**src/rtl/divide_param.sv**
```systemverilog
`default_nettype none
// ============================================================================
// divide_param : multi-cycle restoring divider, DD_W/DV_W bits, signed/unsigned
// Revision     : 1.0
// ============================================================================
module divide_param #(
  parameter int DV_W = 16,
  parameter int DD_W = 2*DV_W
) (
  input  logic            reloj,
  input  logic            reset,
  input  logic            start,
  input  logic            signed_mode,
  input  logic [DD_W-1:0] dividend,
  input  logic [DV_W-1:0] divisor,
  output logic [DV_W-1:0] quotient,
  output logic [DV_W-1:0] remainder,
  output logic            done,
  output logic            busy,
  output logic            div_by_zero,
  output logic            overflow,
  output logic [2:0]      est_presente
);

  localparam int CW = $clog2(DV_W);
  localparam logic [DV_W-1:0] c_half    = {1'b1, {(DV_W-1){1'b0}}};
  localparam logic [DV_W-1:0] c_max_pos = {1'b0, {(DV_W-1){1'b1}}};

  typedef enum logic [2:0] {
    S_IDLE  = 3'b000,
    S_ABS   = 3'b001,
    S_CHECK = 3'b010,
    S_ITER  = 3'b011,
    S_FIX   = 3'b100,
    S_DONE  = 3'b101
  } state_t;

  state_t          r_state;
  logic            r_sm;
  logic            r_neg_dd;
  logic            r_neg_dv;
  logic [DD_W-1:0] r_dd;
  logic [DV_W-1:0] r_dv;
  logic [DV_W:0]   r_p;
  logic [DV_W-1:0] r_a;
  logic [CW-1:0]   r_cnt;

  logic [DD_W-1:0] w_dd_mag;
  logic [DV_W-1:0] w_dv_mag;
  logic [DV_W:0]   w_shift;
  logic [DV_W+1:0] w_trial;
  logic [DV_W-1:0] w_q_neg;
  logic [DV_W-1:0] w_r_neg;
  logic            w_q_sign;
  logic            w_sovf;

  assign w_dd_mag = (r_sm && r_dd[DD_W-1]) ? -r_dd : r_dd;
  assign w_dv_mag = (r_sm && r_dv[DV_W-1]) ? -r_dv : r_dv;

  // r_p holds the partial remainder in ITER; the extra bit absorbs the shift-out
  assign w_shift  = {r_p[DV_W-1:0], r_a[DV_W-1]};
  assign w_trial  = {1'b0, w_shift} - {2'b00, r_dv};

  assign w_q_neg  = -r_a;
  assign w_r_neg  = -r_p[DV_W-1:0];
  assign w_q_sign = r_neg_dd ^ r_neg_dv;
  assign w_sovf   = r_sm & (w_q_sign ? (r_a > c_half) : (r_a > c_max_pos));

  assign est_presente = r_state;

  always_ff @(negedge reloj) begin
    if (!reset) begin
      r_state     <= S_IDLE;
      r_sm        <= 1'b0;
      r_neg_dd    <= 1'b0;
      r_neg_dv    <= 1'b0;
      r_dd        <= '0;
      r_dv        <= '0;
      r_p         <= '0;
      r_a         <= '0;
      r_cnt       <= '0;
      quotient    <= '0;
      remainder   <= '0;
      done        <= 1'b0;
      busy        <= 1'b0;
      div_by_zero <= 1'b0;
      overflow    <= 1'b0;
    end else begin
      case (r_state)
        S_IDLE: begin
          if (start) begin
            r_dd        <= dividend;
            r_dv        <= divisor;
            r_sm        <= signed_mode;
            busy        <= 1'b1;
            div_by_zero <= 1'b0;
            overflow    <= 1'b0;
            r_state     <= S_ABS;
          end
        end
        S_ABS: begin
          r_neg_dd <= r_sm & r_dd[DD_W-1];
          r_neg_dv <= r_sm & r_dv[DV_W-1];
          r_p      <= {1'b0, w_dd_mag[DD_W-1:DV_W]};
          r_a      <= w_dd_mag[DV_W-1:0];
          r_dv     <= w_dv_mag;
          r_state  <= S_CHECK;
        end
        S_CHECK: begin
          if (r_dv == '0) begin
            div_by_zero <= 1'b1;
            quotient    <= '1;
            remainder   <= r_dd[DV_W-1:0];
            done        <= 1'b1;
            r_state     <= S_DONE;
          end else if (r_p >= {1'b0, r_dv}) begin
            overflow  <= 1'b1;
            quotient  <= '0;
            remainder <= '0;
            done      <= 1'b1;
            r_state   <= S_DONE;
          end else begin
            r_cnt   <= CW'(DV_W-1);
            r_state <= S_ITER;
          end
        end
        S_ITER: begin
          if (!w_trial[DV_W+1]) begin
            r_p <= w_trial[DV_W:0];
            r_a <= {r_a[DV_W-2:0], 1'b1};
          end else begin
            r_p <= w_shift;
            r_a <= {r_a[DV_W-2:0], 1'b0};
          end
          r_cnt <= r_cnt - CW'(1);
          if (r_cnt == '0) begin
            r_state <= S_FIX;
          end
        end
        S_FIX: begin
          if (w_sovf) begin
            overflow  <= 1'b1;
            quotient  <= '0;
            remainder <= '0;
          end else begin
            quotient  <= w_q_sign ? w_q_neg : r_a;
            remainder <= r_neg_dd ? w_r_neg : r_p[DV_W-1:0];
          end
          done    <= 1'b1;
          r_state <= S_DONE;
        end
        S_DONE: begin
          done    <= 1'b0;
          busy    <= 1'b0;
          r_state <= S_IDLE;
        end
        default: begin
          r_state <= S_IDLE;
        end
      endcase
    end
  end

endmodule
`default_nettype wire

```
**config.mk**
```make
export PLATFORM = sky130hd
export DESIGN_NAME = divide_param
export DESIGN_NICKNAME = d
export VERILOG_FILES = /design/src/rtl/divide_param.sv
export SDC_FILE = /design/constraint.sdc
export NUM_CORES = 1
export LEC_CHECK = 0
export ABC_AREA = 0
export CAP_MARGIN = 0
export CORE_MARGIN = 5
export CORE_UTILIZATION = 65
export DETAILED_ROUTE_END_ITERATION = 8
export DONT_BUFFER_PORTS = 1
export PLACE_DENSITY = 0.81
export SYNTH_ARGS = -nofsm -noshare
export SYNTH_HDL_FRONTEND = slang
export SYNTH_SLANG_ARGS = --single-unit
```
**constraint.sdc**
```tcl
create_clock -name reloj -period 3.01 [get_ports reloj]
set_input_delay 0.4515 -clock reloj [delete_from_list [all_inputs] [get_ports reloj]]
set_output_delay 0.4515 -clock reloj [all_outputs]
set_load 0.05 [all_outputs]
```
# Word level (Yosys, flattened, before mapping)
# Cells that the tools add are included.
[word_totals]
regBits = 127
latchBits = 0
ramBits = 0
rom_bits = 0
input_bits = 52
out_inout_bits = 39
word_cells = 101
n_memories = 0
[classes]
n_addsub = 6
n_mul = 0
div_mod_pow = 0
order_cmp = 3
n_eq_ne = 14
shifts = 0
n_mux = 37
bitwise = 4
n_reduce_logical = 22
[ops]
columns = ["operator", "count"]
rows = [
  ["2-to-1 mux 16 bit", 9],
  ["case mux 16 bit (2 select lines)", 4],
  ["negator 16 bit", 3],
  ["case mux 17 bit (2 select lines)", 1],
  ["2-to-1 mux 32 bit", 1],
  ["negator 32 bit", 1],
  ["subtractor 17 x 16 -> 18 bit", 1],
  [">= comparator 17 x 16 -> 1 bit", 1],
  ["2-to-1 mux 17 bit", 1],
  ["greater-than comparator 16 x 15 -> 1 bit (second input constant)", 1],
  ["greater-than comparator 16 bit (second input constant)", 1],
  ["logical NOT 16 bit", 1],
  ["inequality test 2 bit (second input constant)", 8],
  ["case mux 3 bit (5 select lines)", 1],
  ["2-to-1 mux 3 bit", 4],
  ["nonzero test 2 bit", 6],
  ["AND reduction 2 bit", 5],
  ["2-to-1 mux 1 bit", 9],
  ["AND reduction 3 bit", 3],
  ["2-to-1 mux 4 bit", 2],
  ["case mux 4 bit (2 select lines)", 1],
  ["== test 3 x 2 -> 1 bit (second input constant)", 2],
  ["== test 3 bit (second input constant)", 2],
  ["case mux 1 bit (3 select lines)", 2],
  ["11 further kinds", 16],
]

# Depth between registers and ports, before layout
[logic_depth]
word_depth = 5
depth_mapped = 11
ltp_nobuf = 11

==> impl_metrics.yaml <==
logic_synthesis:
  ys_seq_area_share_pct: 30.8
  synthFlopType: "dfxtp_1"
  synth_edf_count: 0
  ys_ff_latch: 127
  synth_fa_ha_area_share_pct: 5.85
  synth_cell_types: 74
  yosysWarnings: 0
  syn_avg_cell_area_um2: 7.67
  yosys.area_share.simple_pct: 22.1
  synth_cells: 1077
  synth_top_cells_by_area: "dfxtp_1, nand2_1, a21oi_1"
  synth_nets: 1167
  syn_area_um2: 8260
  synth_area_leader_cell: "dfxtp_1"
  synth_xor_xnor_area_share_pct: 7.10
  yosysTopAreaCellShare_pct: 30.8
  synth_top_family_by_area: "compound AO/OA/AOI/OAI gates"
  postSynth.asyncResetShare_pct: 0
  synthMuxAreaShare_pct: 3.63
  synth-compound-area-share_pct: 25.5
final_layout:
  final_common_cell: "nand2_1"
  n_antenna_cell: 0
  nNetsFinal: 1302
  final_core_util_pct: 78.4
  drive_gt1_share_pct: 11.9
  layout_common_cells: "nand2_1, inv_1, a21oi_1"
  syn2layout_area_growth_pct: 18.7
  n_fill_cell: 894
timing:
  slew_headroom_pct: 48.1
  fin_hold_ws_ns: 0.470
  drv_slew: 0
  rsz0062_at_grt: "true"
  finalSetupViolCount: 0
  worst_pin_slew_ns: 0.773
  clock-skew-final_ns: 0.0453
  hold_violations: 0
  finalSetupTns_ns: 0
clock_tree:
  cts_tree: "yes"
  cts-buffers-inserted: 17
  clkTransAtPathRegs_ns: 0.08
  clock_sinks: 127
  cts_setup_buffers: 0
  insertion_delay_ns: 0.50
  h-tree-depth: 4
  clockRootBuffer: "clkbuf_16"
  clockBufferDepth: 2
detailed_routing:
  drc: 0
  wl_met2_um: 11600
  vias: 8846
  drtPass1Iterations: 9
  antenna_left: 0
  highest_layer: "met4"
  drtIter0Drc: 1208
  wl_met1_um: 10300
  met3_length_um: 3550
  wire_per_inst_um: 18.9
  wl_um: 26400
  viasPerCell: 6.33
global_routing:
  grt_pass1_vias: 8459
  grt_usage_pct: 35.3
  grt_max_degree: 78
  grt_pass1_wl_um: 41500
  gr-total-overflow: 0
  antenna_found_initial: 0
floorplanning:
  initial_core_util_pct: 66.0
  dieArea_um2: 15100
  rows: 41
  coreArea_um2: 12500
  die_y_um: 123
  ioPinCount: 91
  die_w_um: 123
run_status:
  status: "completed"
placed_design:
  dp_hpwl_um: 18000
  place_congestion: 0.949
  io_buffers: 0
setup_path:
  r2r_setup_slack_ns: 0.18
  worst-path-max-fanout: 2
  path_class: "flip-flop to output pin"
  worstPathRequired_ns: 2.56
  cp-start-kind: "flip-flop"
  crit_path_end_kind: "output pin"
  cp_data_arrival_time_ns: 2.51
worst_hold_path:
  hold_class: "flip-flop to flip-flop"
power:
  leakage_nw: 4.34
  finalPower_mw: 7.70
  power_density_nw_per_um2: 785
  ir_drop_uv: 533
flow_run:
  cap_violations: 0
==> flip-flops by register name (all words and copies together), names as in the netlist <==
register      cells
busy              1
div_by_zero       1
done              1
est_presente      3
overflow          1
quotient         16
r_a              16
r_cnt             4
r_dd             32
r_dv             16
r_neg_dd          1
r_neg_dv          1
r_p              17
r_sm              1
remainder        16
==> worst paths after layout <==
| path | to | start | cells past startpoint |
|---|---|---|---|
| min reg2reg | r_dv[1]$_SDFFE_NN0P_ | r_dv[1]$_SDFFE_NN0P_ | 2 |
| min | r_dv[1]$_SDFFE_NN0P_ | r_dv[1]$_SDFFE_NN0P_ | 2 |
| max | quotient[14] | quotient[14]$_SDFFE_NN0P_ | 0 |
| max reg2reg | quotient[7]$_SDFFE_NN0P_ | r_dv[2]$_SDFFE_NN0P_ | 10 |
==> synth_stat cells (all sizes together), types with 4 or more instances <==
library cell  instances
nor4                 11
and2                  7
or4                   5
o211ai               10
nand2b                8
nor3b                 6
inv                  35
dfxtp               127
nand4                 9
clkbuf               62
xnor2                37
a21o                 12
mux2i                30
nor3                 27
o21a                  8
nor2                 83
a221oi                7
a2bb2oi               8
o31ai                11
nand2               176
a211oi                7
a31oi                11
xor2                 30
a22oi                 7
o41ai                 9
a21oi               104
nor2b                 6
buf                   6
a22o                  4
ha                   37
a222oi               14
nand3                15
or3                  10
o31a                  4
o21ai                83
and3                  8
==> through the flow <==
| stage | std cells | instance area [um2] | setup slack [ns] |
|---|---|---|---|
| after floorplan | 1077 | 8270 | 0.0289 |
| after global placement | 1239 | 8700 | 0.0867 |
| after detailed placement | 1239 | 8700 | 0.0318 |
| after CTS | 1397 | 9800 | 0.0120 |
| after global routing | 1397 | 9810 | -0.0223 |
| final | 1397 | 9810 | 0.0465 |
==> power breakdown <==
group / switching [mW] / leakage, nW / internal, mW
Clock: 1.34 / 0.966 / 1.46
Sequential: 0.347 / 1.05 / 1.88
Combinational: 1.62 / 2.32 / 1.05
Total: 3.31 / 4.34 / 4.38
==> metal layers <==
layer / global-route usage (%) / vias to the layer above
met1: 43.5 / 3977
met2: 52.2 / 599
met4: 17.6 / 0
met5: 0 / -
li1: - / 4168
met3: 15.6 / 102
==> what timing repair did <==
action | 4_1_cts | 5_1_grt
endpoints found under the setup margin | 32 | 26
hold buffers | 0 | 0
resized for setup | 32 | 2
pin swaps | 0 | 1
==> final cells by class <==
| type | instances | area (um2) | share of cell area, % |
|---|---|---|---|
| clock buffers | 17 | 425 | 4.34 |
| clock inverters | 142 | 638 | 6.51 |
| inverters | 34 | 128 | 1.30 |
| multi-input cells | 847 | 5330 | 54.3 |
| flip-flops and latches | 127 | 2580 | 26.3 |
| well taps | 172 | 215 | 2.19 |
| repair buffers | 58 | 489 | 4.99 |
==> cell families (layout without fill, tap and decap cells) <==
kind of cell | after synthesis | after routing
simple gates | 385 | 385
xor+xnor | 67 | 67
mux | 30 | 30
compound gates | 327 | 327
fa+ha+maj | 38 | 38
flops | 127 | 127
buf+inv | 103 | 251
(Power assumes the default switching activity.)
